<file path="config.mk">
export PLATFORM = sky130hd
export DESIGN_NAME = cordic_tone_sched_flat
export DESIGN_NICKNAME = d
export VERILOG_FILES = /design/src/rtl/cordic_tone_sched_pkg.sv /design/src/rtl/cordic_tone_sched_if.sv /design/src/rtl/cordic_phase_acc.sv /design/src/rtl/cordic_tone_sched.sv /design/src/flat_wrapper.sv
export SDC_FILE = /design/constraint.sdc
export NUM_CORES = 1
export LEC_CHECK = 0
export ABC_AREA = 1
export BUFFER_PORTS_ARGS = -buffer_cell sky130_fd_sc_hd__buf_2
export CAP_MARGIN = 15
export CELL_PAD_IN_SITES_DETAIL_PLACEMENT = 1
export CELL_PAD_IN_SITES_GLOBAL_PLACEMENT = 1
export CORE_UTILIZATION = 37
export CTS_CLUSTER_DIAMETER = 80
export DETAILED_ROUTE_END_ITERATION = 7
export PLACE_DENSITY_LB_ADDON = 0.25
export SYNTH_ARGS = -nofsm -noshare
export SYNTH_HDL_FRONTEND = slang
export SYNTH_HIERARCHICAL = 1
export SYNTH_SLANG_ARGS = --single-unit
export TNS_END_PERCENT = 100
</file>
<file path="constraint.sdc">
create_clock -name clk -period 4.25 [get_ports clk]
set_input_delay 1.275 -clock clk [delete_from_list [all_inputs] [get_ports clk]]
set_output_delay 1.275 -clock clk [all_outputs]
set_load 0.02 [all_outputs]
</file>
<file path="src/rtl/cordic_tone_sched_pkg.sv">
// Shared fixed-point constants and phase helpers for the CORDIC tone scheduler.
// Angles are unsigned 18-bit values with FIX_SHIFT fractional bits.
package cordic_tone_sched_pkg;
  localparam int          FIX_SHIFT  = 15;
  localparam logic [17:0] PI2        = 18'h0C90F;
  localparam logic [17:0] TWO_PI     = 18'h3243C;
  localparam logic [17:0] STEP_MAX   = 18'h1921D;
  localparam int          CORDIC_LAT = 19;

  typedef logic [17:0] phase_t;

  function automatic phase_t clamp_step(input phase_t s);
    return (s > STEP_MAX) ? STEP_MAX : s;
  endfunction

  // The sum can exceed 18 bits (phase just under 2*pi plus a max step), so add in 19.
  function automatic phase_t wrap_phase(input phase_t p, input phase_t s);
    logic [18:0] sum;
    sum = {1'b0, p} + {1'b0, s};
    if (sum >= {1'b0, TWO_PI})
      sum = sum - {1'b0, TWO_PI};
    return sum[17:0];
  endfunction
endpackage

</file>
<file path="src/rtl/cordic_tone_sched_if.sv">
// Config, CORDIC-side and sample-output signals of the tone scheduler.
interface cordic_tone_sched_if #(parameter int CHW = 2);
  logic           sample_tick;
  logic           cfg_we;
  logic [CHW-1:0] cfg_ch;
  logic [17:0]    cfg_step;
  logic           cfg_en;
  logic           cfg_phase_clr;
  logic           clr_overrun;
  logic           cordic_update;
  logic [17:0]    cordic_angle;
  logic           cordic_ready;
  logic [15:0]    cordic_sine;
  logic           sample_valid;
  logic [CHW-1:0] sample_ch;
  logic [15:0]    sample_data;
  logic           frame_done;
  logic           busy;
  logic           overrun;

  modport slave (
    input  sample_tick, cfg_we, cfg_ch, cfg_step, cfg_en, cfg_phase_clr, clr_overrun,
           cordic_ready, cordic_sine,
    output cordic_update, cordic_angle, sample_valid, sample_ch, sample_data,
           frame_done, busy, overrun
  );

  modport master (
    output sample_tick, cfg_we, cfg_ch, cfg_step, cfg_en, cfg_phase_clr, clr_overrun,
           cordic_ready, cordic_sine,
    input  cordic_update, cordic_angle, sample_valid, sample_ch, sample_data,
           frame_done, busy, overrun
  );
endinterface

</file>
<file path="src/rtl/cordic_phase_acc.sv">
// Per-channel step/enable/phase registers: steps clamp on write, phases wrap on advance.
// A phase clear on the channel being advanced in the same cycle wins over the advance.
module cordic_phase_acc
  import cordic_tone_sched_pkg::*;
#(
  parameter int NCH = 4,
  parameter int CHW = 2
) (
  input  logic           clk,
  input  logic           reset,
  input  logic           cfg_we,
  input  logic [CHW-1:0] cfg_ch,
  input  phase_t         cfg_step,
  input  logic           cfg_en,
  input  logic           cfg_phase_clr,
  input  logic           adv,
  input  logic [CHW-1:0] sel_ch,
  output phase_t         sel_phase,
  output logic           sel_en
);
  phase_t           steps [NCH];
  phase_t           phase [NCH];
  logic [NCH-1:0]   en;

  always_ff @(posedge clk) begin
    if (reset) begin
      for (int i = 0; i < NCH; i++) begin
        steps[i] <= '0;
        phase[i] <= '0;
      end
      en <= '0;
    end else begin
      if (adv)
        phase[sel_ch] <= wrap_phase(phase[sel_ch], steps[sel_ch]);
      if (cfg_we) begin
        steps[cfg_ch] <= clamp_step(cfg_step);
        en[cfg_ch]    <= cfg_en;
        if (cfg_phase_clr)
          phase[cfg_ch] <= '0;
      end
    end
  end

  assign sel_phase = phase[sel_ch];
  assign sel_en    = en[sel_ch];
endmodule

</file>
<file path="src/rtl/cordic_tone_sched.sv">
// Time-shares one cordicsine among NCH oscillators: per tick, one CORDIC pass per
// enabled channel in channel order, each producing a one-cycle sample pulse.
module cordic_tone_sched
  import cordic_tone_sched_pkg::*;
#(
  parameter int NCH = 4,
  parameter int CHW = 2
) (
  input  logic               clk,
  input  logic               reset,
  cordic_tone_sched_if.slave bus
);
  localparam logic [2:0] S_IDLE    = 3'd0;
  localparam logic [2:0] S_SCAN    = 3'd1;
  localparam logic [2:0] S_ISSUE   = 3'd2;
  localparam logic [2:0] S_GUARD   = 3'd3;
  localparam logic [2:0] S_WAIT    = 3'd4;
  localparam logic [2:0] S_CAPTURE = 3'd5;
  localparam logic [2:0] S_FINISH  = 3'd6;

  localparam logic [CHW-1:0] LAST_CH = CHW'(NCH - 1);

  logic [2:0]     state;
  logic [CHW-1:0] ch;
  logic [15:0]    cap_q;
  phase_t         angle_q;
  logic           overrun_q;
  phase_t         sel_phase;
  logic           sel_en;

  cordic_phase_acc #(.NCH(NCH), .CHW(CHW)) u_acc (
    .clk           (clk),
    .reset         (reset),
    .cfg_we        (bus.cfg_we),
    .cfg_ch        (bus.cfg_ch),
    .cfg_step      (bus.cfg_step),
    .cfg_en        (bus.cfg_en),
    .cfg_phase_clr (bus.cfg_phase_clr),
    .adv           (state == S_CAPTURE),
    .sel_ch        (ch),
    .sel_phase     (sel_phase),
    .sel_en        (sel_en)
  );

  always_ff @(posedge clk) begin
    if (reset) begin
      state     <= S_IDLE;
      ch        <= '0;
      cap_q     <= '0;
      angle_q   <= '0;
      overrun_q <= 1'b0;
    end else begin
      // A tick landing in FINISH is also dropped, since FINISH counts as busy.
      if (bus.sample_tick && (state != S_IDLE))
        overrun_q <= 1'b1;
      else if (bus.clr_overrun)
        overrun_q <= 1'b0;

      case (state)
        S_IDLE: if (bus.sample_tick) begin
          ch    <= '0;
          state <= S_SCAN;
        end
        S_SCAN: begin
          if (sel_en)
            state <= S_ISSUE;
          else if (ch == LAST_CH)
            state <= S_FINISH;
          else
            ch <= ch + 1'b1;
        end
        S_ISSUE: begin
          angle_q <= sel_phase;
          state   <= S_GUARD;
        end
        // cordic_ready is still high from the previous DONE here.
        S_GUARD: state <= S_WAIT;
        S_WAIT: if (bus.cordic_ready) begin
          cap_q <= bus.cordic_sine;
          state <= S_CAPTURE;
        end
        S_CAPTURE: begin
          if (ch == LAST_CH) begin
            state <= S_FINISH;
          end else begin
            ch    <= ch + 1'b1;
            state <= S_SCAN;
          end
        end
        S_FINISH: state <= S_IDLE;
        default:  state <= S_IDLE;
      endcase
    end
  end

  assign bus.cordic_update = (state == S_ISSUE);
  assign bus.cordic_angle  = angle_q;
  assign bus.sample_valid  = (state == S_CAPTURE);
  assign bus.sample_ch     = ch;
  assign bus.sample_data   = cap_q;
  assign bus.frame_done    = (state == S_FINISH);
  assign bus.busy          = (state != S_IDLE);
  assign bus.overrun       = overrun_q;
endmodule

</file>
<file path="src/flat_wrapper.sv">
// flat-port wrapper written by rule: the top's interface ports become plain ports
module cordic_tone_sched_flat import cordic_tone_sched_pkg::*;
#(
  parameter int NCH = 4,
  parameter int CHW = 2
)
  (clk, reset, bus_sample_tick, bus_cfg_we, bus_cfg_ch, bus_cfg_step, bus_cfg_en, bus_cfg_phase_clr, bus_clr_overrun, bus_cordic_ready, bus_cordic_sine, bus_cordic_update, bus_cordic_angle, bus_sample_valid, bus_sample_ch, bus_sample_data, bus_frame_done, bus_busy, bus_overrun);
  cordic_tone_sched_if #(.CHW(CHW)) bus_i ();
  input  logic clk;
  input  logic reset;
  input wire logic [$bits(bus_i.sample_tick)-1:0] bus_sample_tick;
  input wire logic [$bits(bus_i.cfg_we)-1:0] bus_cfg_we;
  input wire logic [$bits(bus_i.cfg_ch)-1:0] bus_cfg_ch;
  input wire logic [$bits(bus_i.cfg_step)-1:0] bus_cfg_step;
  input wire logic [$bits(bus_i.cfg_en)-1:0] bus_cfg_en;
  input wire logic [$bits(bus_i.cfg_phase_clr)-1:0] bus_cfg_phase_clr;
  input wire logic [$bits(bus_i.clr_overrun)-1:0] bus_clr_overrun;
  input wire logic [$bits(bus_i.cordic_ready)-1:0] bus_cordic_ready;
  input wire logic [$bits(bus_i.cordic_sine)-1:0] bus_cordic_sine;
  output wire logic [$bits(bus_i.cordic_update)-1:0] bus_cordic_update;
  output wire logic [$bits(bus_i.cordic_angle)-1:0] bus_cordic_angle;
  output wire logic [$bits(bus_i.sample_valid)-1:0] bus_sample_valid;
  output wire logic [$bits(bus_i.sample_ch)-1:0] bus_sample_ch;
  output wire logic [$bits(bus_i.sample_data)-1:0] bus_sample_data;
  output wire logic [$bits(bus_i.frame_done)-1:0] bus_frame_done;
  output wire logic [$bits(bus_i.busy)-1:0] bus_busy;
  output wire logic [$bits(bus_i.overrun)-1:0] bus_overrun;
  assign bus_i.sample_tick = bus_sample_tick;
  assign bus_i.cfg_we = bus_cfg_we;
  assign bus_i.cfg_ch = bus_cfg_ch;
  assign bus_i.cfg_step = bus_cfg_step;
  assign bus_i.cfg_en = bus_cfg_en;
  assign bus_i.cfg_phase_clr = bus_cfg_phase_clr;
  assign bus_i.clr_overrun = bus_clr_overrun;
  assign bus_i.cordic_ready = bus_cordic_ready;
  assign bus_i.cordic_sine = bus_cordic_sine;
  assign bus_cordic_update = bus_i.cordic_update;
  assign bus_cordic_angle = bus_i.cordic_angle;
  assign bus_sample_valid = bus_i.sample_valid;
  assign bus_sample_ch = bus_i.sample_ch;
  assign bus_sample_data = bus_i.sample_data;
  assign bus_frame_done = bus_i.frame_done;
  assign bus_busy = bus_i.busy;
  assign bus_overrun = bus_i.overrun;
  cordic_tone_sched #(.NCH(NCH), .CHW(CHW)) u_core (.clk(clk), .reset(reset), .bus(bus_i));
endmodule
</file>
==> results.rst, run 1 <==
.. list-table::
   :header-rows: 1

   * - Metric
     - Value
   * - Startpoint-to-endpoint class of the critical path
     - reg2reg
   * - Vertical die dimension
     - 169 um
   * - Number of warnings printed during yosys synthesis
     - 6
   * - Die extent in x
     - between 150 and 200 um
   * - Number of instances in the synthesized netlist
     - between 1000 and 1500
   * - Area of the die
     - 0.0286 mm^2
   * - DRC violation count after routing
     - 0
   * - Area growth from synthesis to final layout
     - 17.3%
   * - Number of max-slew violations in the final report
     - 0
   * - Post-synthesis area per instance
     - between 7 and 8 um^2
   * - Data arrival at the endpoint of the critical path
     - 4.24 ns
   * - Fraction of met3 tracks used by global routing
     - 0.0361
   * - Post-detail-place hpwl
     - 24500 um
   * - Wire length of the first global-routing pass
     - 54100 um
   * - Max-capacitance violation count
     - 0
   * - Number of cells on the worst hold path
     - 2
   * - Via density
     - 5.20
   * - Power per unit of standard cell area
     - between 800 and 900 mW/mm^2
   * - Met2 track utilization from global routing
     - 0.430
   * - Initial core utilization
     - 0.380
   * - Critical R2R Launch
     - u_core/bus.sample_ch[0]
   * - RSZ-0062 raised after global routing
     - false
   * - Final sum of negative setup slack
     - 0 ns
   * - Detailed-route via count
     - between 9000 and 10000
   * - Clock buffer count from CTS
     - 17
   * - Placement-stage cell area
     - 0.0114 mm^2
   * - Final-report setup violation count
     - 0
   * - Reg clk slew, reported paths
     - 0.08 ns
   * - Maximum clock path buffer count
     - 2
   * - Number of I/O port buffers
     - 84
   * - Total of hold buffers inserted after clock tree synthesis
     - 0
   * - Final ANT Viol Nets
     - 0
   * - Fraction of met1 tracks used by global routing
     - 0.313
   * - Worst max-slew margin expressed relative to the limit
     - 0.351
   * - Number of filler cells placed in the layout
     - 3442
   * - Static leakage
     - roughly 0.0052 uW
   * - Result of the run
     - complete, no violations
   * - Hold path startpoint
     - u_core/bus.sample_data[6]
   * - Clock Skews
     - 0.0199 ns
   * - Synth Cell Area
     - 0.0103 mm^2
   * - Total Routed Length
     - between 30000 and 40000 um
   * - Core Box Area
     - 0.0272 mm^2
   * - Total routing resource utilization after global routing
     - 0.246
   * - Achievable Freq
     - 253 MHz
   * - Count of pins on the block boundary
     - 85
   * - Minimum clock period after layout
     - 3.95 ns
   * - Number of nets in the layout
     - 1535
   * - Worst Path Max Fanout
     - 8
   * - Num rows
     - 60
   * - Share of the clock period used by the worst path
     - 0.930
   * - Length of the first detailed-routing pass in iterations
     - 4
   * - Worst setup EP type
     - flip-flop
   * - Initial detailed-routing violation count
     - roughly 520
   * - Initial antenna violation count
     - 0
   * - Data required, critical path
     - about 4.5 ns
   * - Slack of the worst reg-to-reg path
     - roughly 0.30 ns
   * - Weighted congestion at the end of routability-driven global placement
     - 0.926
   * - Peak supply drop
     - approximately 0.47 mV
   * - Root Driver
     - clkbuf_16
   * - Unique masters post-synth
     - 41
   * - Congestion Overflow GR
     - 0
   * - Number of inserted diodes
     - 0
   * - Finished layout cell area
     - 0.0121 mm^2
   * - Final hold violations
     - 0
   * - Number of levels in the clock H-tree
     - 4
   * - Proportion of layout cells with a drive suffix above 1
     - 0.185
   * - Path class of the lowest-slack min-delay path
     - reg2reg
   * - Startpoint type of the worst setup path
     - flip-flop
   * - Synthesized flop and latch total
     - 188
   * - Sink of the worst hold path
     - u_core/bus.sample_data[6]
   * - TritonCTS clock tree
     - done
   * - Portion of the post-synthesis area used by sequential elements
     - 0.434
   * - Slew @ Worst Pin
     - 0.972 ns
   * - R2r endpoint
     - u_core/u_acc/phase[3][8]
   * - Utilization of the core after routing
     - 0.446
   * - Number of sinks on the clock net
     - 188
   * - Maximum number of pins on one net before global-route repair
     - 39
   * - Busiest layer in global routing
     - met2
   * - Via count of the first global-routing pass
     - between 9000 and 10000
   * - Reg2reg path depth
     - 23
   * - Clock network latency to the later pin of the worst-skew pair
     - 0.45 ns
   * - Avg WL per Cell
     - ~19 um
how the worst max path moves through the flow:
stage                     depth (start not counted)                    start                         to
after floorplan                                  24  u_core/bus.sample_ch[0]   u_core/u_acc/phase[2][7]
after global placement                           21  u_core/bus.sample_ch[1]   u_core/u_acc/phase[3][2]
after detailed placement                         24  u_core/bus.sample_ch[1]  u_core/u_acc/phase[3][10]
after CTS                                        21  u_core/bus.sample_ch[1]   u_core/u_acc/phase[3][8]
after global routing                             25  u_core/bus.sample_ch[1]  u_core/u_acc/phase[3][10]
final                                            23  u_core/bus.sample_ch[0]   u_core/u_acc/phase[3][8]
Yosys cell counts (all sizes together):
library cell	n	area (um^2)
nand3	122	776
conb	1	3.75
clkbuf	38	143
a22oi	37	278
ha	20	250
nor4	4	25.0
xor2	9	78.8
o21ai	132	661
xnor2	1	8.76
o31ai	1	7.51
a21oi	108	563
nor3	8	50.1
fa	1	20.0
buf	21	166
edfxtp	72	2160
inv	132	495
nand4	17	106
nand2	301	1320
nor2	207	837
clkinv	1	5.00
dfxtp	116	2320
o211ai	1	7.51
nand3b	4	30.0
o22ai	1	6.26
or2	3	18.8
state kept, by name (all words and copies together), names as in the netlist:
signal and flops:
u_core/bus.sample_data 16, u_core/u_acc/steps 72, u_core/u_acc/phase 72, u_core/bus.sample_ch 2, u_core/bus.cordic_angle 18, u_core/bus.overrun 1, u_core/state 3, u_core/u_acc/en 4
logic make-up after synthesis:
| logic type | Yosys count | synth area share |
|---|---|---|
| DFF | 188 | 0.434 |
| buffers and inverters | 192 | 0.0783 |
| adders and majority gates | 21 | 0.0261 |
| other | 1 | 0.000363 |
| and+or+nand+nor | 666 | 0.306 |
| AOI/OAI and AO/OA | 280 | 0.147 |
| xor gates and xnor gates | 10 | 0.00847 |
placed cells by master (no fill, tap or decap), drive strengths merged:
| cell type | instances |
|---|---|
| nor3 | 8 |
| a21oi | 108 |
| clkbuf | 19 |
| nor4 | 4 |
| xor2 | 9 |
| buf | 148 |
| nand2 | 301 |
| or2 | 3 |
| o22ai | 1 |
| o211ai | 1 |
| fa | 1 |
| o31ai | 1 |
| a22oi | 37 |
| clkinvlp | 3 |
| edfxtp | 72 |
| nand4 | 17 |
| xnor2 | 1 |
| nor2 | 207 |
| conb | 4 |
| ha | 20 |
| o21ai | 132 |
| clkinv | 7 |
| nand3b | 4 |
| inv | 136 |
| dfxtp | 116 |
| nand3 | 123 |
report_power, final:
group	internal (uW)	switching, uW	total (uW)
combinational	1960	4070	6030
sequential	2050	110	2160
clock	810	806	1620
total	4820	4990	9810
repair_timing:
| action | 4_1_cts | 5_1_grt |
|---|---|---|
| setup buffers | 0 | 9 |
| resized for setup | 0 | 16 |
| setup endpoints to repair | 0 | 64 |
stage by stage:
stage | setup WS (ns) | std cells | hold slack, ns | total power, uW
floorplan | 0.449 | 1361 | 0.424 | 6380
global route | 0.0199 | 1855 | 0.457 | 10500
finish | 0.300 | 1855 | 0.444 | 9810
CTS | 0.0318 | 1845 | 0.449 | 9660
global placement | 0.264 | 1813 | 0.429 | 7900
detailed placement | 0.0675 | 1813 | 0.436 | 8000
layer usage:
metal | share of wire | vias to the layer above
li1 | - | 4732
met1 | 0.45 | 4690
met2 | 0.49 | 180
met3 | 0.038 | 47
met4 | 0.020 | 0
met5 | 0 | -
critical path, stage by stage, from the launching register on:
cell        delay, ns
dfxtp_2          0.42
clkinvlp_4       0.17
buf_12           0.16
buf_4            0.15
o21ai_0          0.19
o21ai_0          0.11
buf_4            0.16
ha_1             0.39
nand2_2          0.15
inv_1            0.07
a21oi_2          0.17
nand2_2          0.10
nand2_2          0.10
nand3_1          0.11
nand2_4          0.15
nand2_2          0.12
nand2_4          0.11
nand2_4          0.07
nand2_1          0.07
nand2_1          0.08
nor2_4           0.27
nand3_1          0.24
nand3_1          0.15
a21oi_1          0.08
final cells by class:
class                   count  area, um^2  share of cell area
multi-input cells         982        5100               0.421
well taps                 372         465              0.0384
repair buffers            148         983              0.0811
clock inverters            13         130              0.0107
clock buffers              19         453              0.0374
inverters                 133         509              0.0420
flip-flops and latches    188        4490               0.370
(Power assumes the default switching activity.)
==> run 2: changes to the inputs <==
--- a/config.mk
+++ b/config.mk
@@ -11,8 +11,10 @@
 export CELL_PAD_IN_SITES_DETAIL_PLACEMENT = 1
 export CELL_PAD_IN_SITES_GLOBAL_PLACEMENT = 1
 export CORE_UTILIZATION = 37
+export CTS_BUF_LIST = sky130_fd_sc_hd__clkbuf_2 sky130_fd_sc_hd__clkbuf_4 sky130_fd_sc_hd__clkbuf_8
 export CTS_CLUSTER_DIAMETER = 80
 export DETAILED_ROUTE_END_ITERATION = 7
+export MAX_ROUTING_LAYER = met4
 export PLACE_DENSITY_LB_ADDON = 0.25
 export SYNTH_ARGS = -nofsm -noshare
 export SYNTH_HDL_FRONTEND = slang
==> run 2 against run 1 <==
  * Register-to-register slack lost 0.02 ns
  * Critical path type unchanged
  * Critical endpoint is now u_core/u_acc/phase[3][16]
  * Sequential share of layout area grew 0.75 points
  * Via count shrank 0.17%
  * Clock power shrank 17%
  * Die area is the same
  * Clock-buffer cell count shrank 2
  * Routed wire length shrank 1.2%
  * Largest power group unchanged
==> results.rst, run 2 (synthesis results as in run 1) <==
.. list-table::
   :header-rows: 1

   * - Metric
     - Value
   * - Maximum number of pins on one net before global-route repair
     - 33
   * - TritonCTS clock tree
     - done
   * - Total of hold buffers inserted after clock tree synthesis
     - 0
   * - Initial core utilization
     - 0.380
   * - Achievable Freq
     - approximately 250 MHz
   * - Number of inserted diodes
     - 0
   * - Switching power as a share of total power
     - 0.523
   * - Worst setup EP type
     - flip-flop
   * - Proportion of layout cells with a drive suffix above 1
     - 0.180
   * - Number of filler cells placed in the layout
     - about 3500
   * - Result of the run
     - complete, no violations
   * - Sw Pwr
     - 4950 uW
   * - Total routing resource utilization after global routing
     - 0.253
   * - Number of I/O port buffers
     - 84
   * - Peak supply drop
     - 0.358 mV
   * - Post-Layout Cell Count
     - 1847
   * - Root Driver
     - clkbuf_8
   * - Vertical die dimension
     - 169 um
   * - DP Worst Slack
     - 0.0855 ns
   * - Slew @ Worst Pin
     - 0.970 ns
   * - Static leakage
     - 0.00511 uW
   * - Utilization of the core after routing
     - 0.438
   * - Path class of the lowest-slack min-delay path
     - reg2reg
   * - Final sum of negative setup slack
     - 0 ns
   * - Power per unit of standard cell area
     - 795 mW/mm^2
   * - Critical Path Source
     - u_core/bus.sample_ch[0]
   * - Final ANT Viol Nets
     - 0
   * - Avg WL per Cell
     - about 18 um
   * - Max-capacitance violation count
     - 0
   * - Critical R2R Launch
     - u_core/bus.sample_ch[0]
   * - Num rows
     - 60
   * - RSZ-0062 raised after global routing
     - false
   * - Length of the first detailed-routing pass in iterations
     - 5
   * - Reg clk slew, reported paths
     - 0.12 ns
   * - Internal power
     - 4510 uW
   * - Most common library cell in the layout ignoring fill and taps
     - nand2_1
   * - Clock network latency to the later pin of the worst-skew pair
     - 0.49 ns
   * - Data arrival at the endpoint of the critical path
     - 4.38 ns
   * - Reg power frac
     - 0.229
   * - Worst Path Max Fanout
     - 19
   * - Initial antenna violation count
     - 0
   * - Number of nets in the layout
     - around 1500
   * - Count of pins on the block boundary
     - 85
   * - DRC violation count after routing
     - 0
   * - Detailed-route via count
     - 9633
   * - Share of the clock period used by the worst path
     - 0.933
   * - Design Power
     - 9460 uW
   * - Hold path startpoint
     - u_core/bus.sample_data[6]
   * - Area growth from synthesis to final layout
     - 15.1%
   * - Area of the die
     - ~0.029 mm^2
   * - Startpoint-to-endpoint class of the critical path
     - reg2reg
   * - Final hold violations
     - 0
   * - Minimum clock period after layout
     - 3.97 ns
   * - Clock buffer count from CTS
     - 17
   * - Via density
     - 5.22
   * - Post-placement cell count
     - 1812
   * - Initial detailed-routing violation count
     - 554
   * - Core Box Area
     - around 0.027 mm^2
   * - Post-detail-place hpwl
     - 24900 um
   * - Slack of the worst reg-to-reg path
     - around 0.28 ns
   * - Wire length of the first global-routing pass
     - ~54000 um
   * - Die extent in x
     - between 150 and 200 um
   * - Data required, critical path
     - 4.67 ns
   * - Most used cells in the layout excluding fill and tap cells
     - 257 x nand2_1, 189 x nor2_1, 128 x inv_1, 117 x o21ai_0, 114 x dfxtp_1
   * - Post-route worst setup slack
     - 0.285 ns
   * - Number of max-slew violations in the final report
     - 0
   * - Final-report setup violation count
     - 0
   * - Number of sinks on the clock net
     - ~190
   * - Weighted congestion at the end of routability-driven global placement
     - 0.900
   * - Worst max-slew margin expressed relative to the limit
     - 0.352
   * - Maximum clock path buffer count
     - 2
   * - Proportion of power drawn by combinational gates
     - 0.630
   * - Fraction of power consumed by the clock network
     - 0.141
   * - Startpoint type of the worst setup path
     - flip-flop
   * - Number of levels in the clock H-tree
     - 4
   * - Clock Skews
     - 0.0243 ns
   * - Via count of the first global-routing pass
     - 9981
   * - Total Routed Length
     - around 34000 um
   * - Congestion Overflow GR
     - 0
[run 2: worst max-delay path, cell delays in order, from the launching register on]
cell and delay [ns]:
dfxtp_4 0.45, clkinvlp_4 0.22, buf_4 0.27, o21ai_0 0.16, o21ai_0 0.11, ha_1 0.25, fa_1 0.40, nand2_1 0.11
nand2_2 0.09, nand3_2 0.10, nand2_2 0.10, nand2_2 0.11, nand3_1 0.13, nand2_4 0.14, nand2_2 0.10, nand2_4 0.10
nand2_4 0.06, nand2_1 0.07, nand2_1 0.08, nor2_4 0.20, buf_12 0.18, nand3_1 0.09, nand2_2 0.12, nand2_1 0.07
a21oi_1 0.15
[run 2: metal layers]
layer	share of wire	vias up	wire [um]	track usage
met5	0	-	0	-
met4	0.018	0	616	0.0717
met3	0.046	40	1560	0.0308
met2	0.48	214	16500	0.423
met1	0.45	4667	15500	0.323
li1	-	4712	-	-
[run 2: final timing paths]
kind	endpoint	cells past startpoint
hold / removal	u_core/bus.sample_data[6]	2
setup reg to reg	u_core/u_acc/phase[3][16]	24
hold reg to reg	u_core/bus.sample_data[6]	2
setup / recovery	u_core/u_acc/phase[3][16]	24
[run 2: final cells by class]
cell class                      instances  area (um^2)  share of cell area
Clock buffer                           17          234              0.0197
Inverter                              133          504              0.0424
Tap cell                              372          465              0.0391
Clock inverter                         15          195              0.0164
Sequential cell                       188         4490               0.377
Timing Repair Buffer                  141          931              0.0783
Multi-Input combinational cell        981         5080               0.427
[run 2: stage by stage]
| step | cell area (um^2) | hold slack, ns |
|---|---|---|
| after floorplan | 10300 | 0.424 |
| after global placement | 11400 | 0.430 |
| after detailed placement | 11400 | 0.435 |
| after CTS | 11800 | 0.454 |
| after global routing | 11900 | 0.466 |
| final | 11900 | 0.452 |
[run 2: what timing repair did]
item	CTS	global route
resized for setup	0	11
setup endpoints to repair	0	64
hold endpoints to repair	0	0
setup buffers	0	3
[run 2: power groups by stage]
stage | Sequential (uW) | Combinational, uW | Clock (uW)
floorplan | 2260 | 4120 | 0
global placement | 2190 | 5710 | 0
detailed placement | 2200 | 5830 | 0
CTS | 2160 | 5860 | 1370
global route | 2190 | 6510 | 1430
finish | 2170 | 5960 | 1340
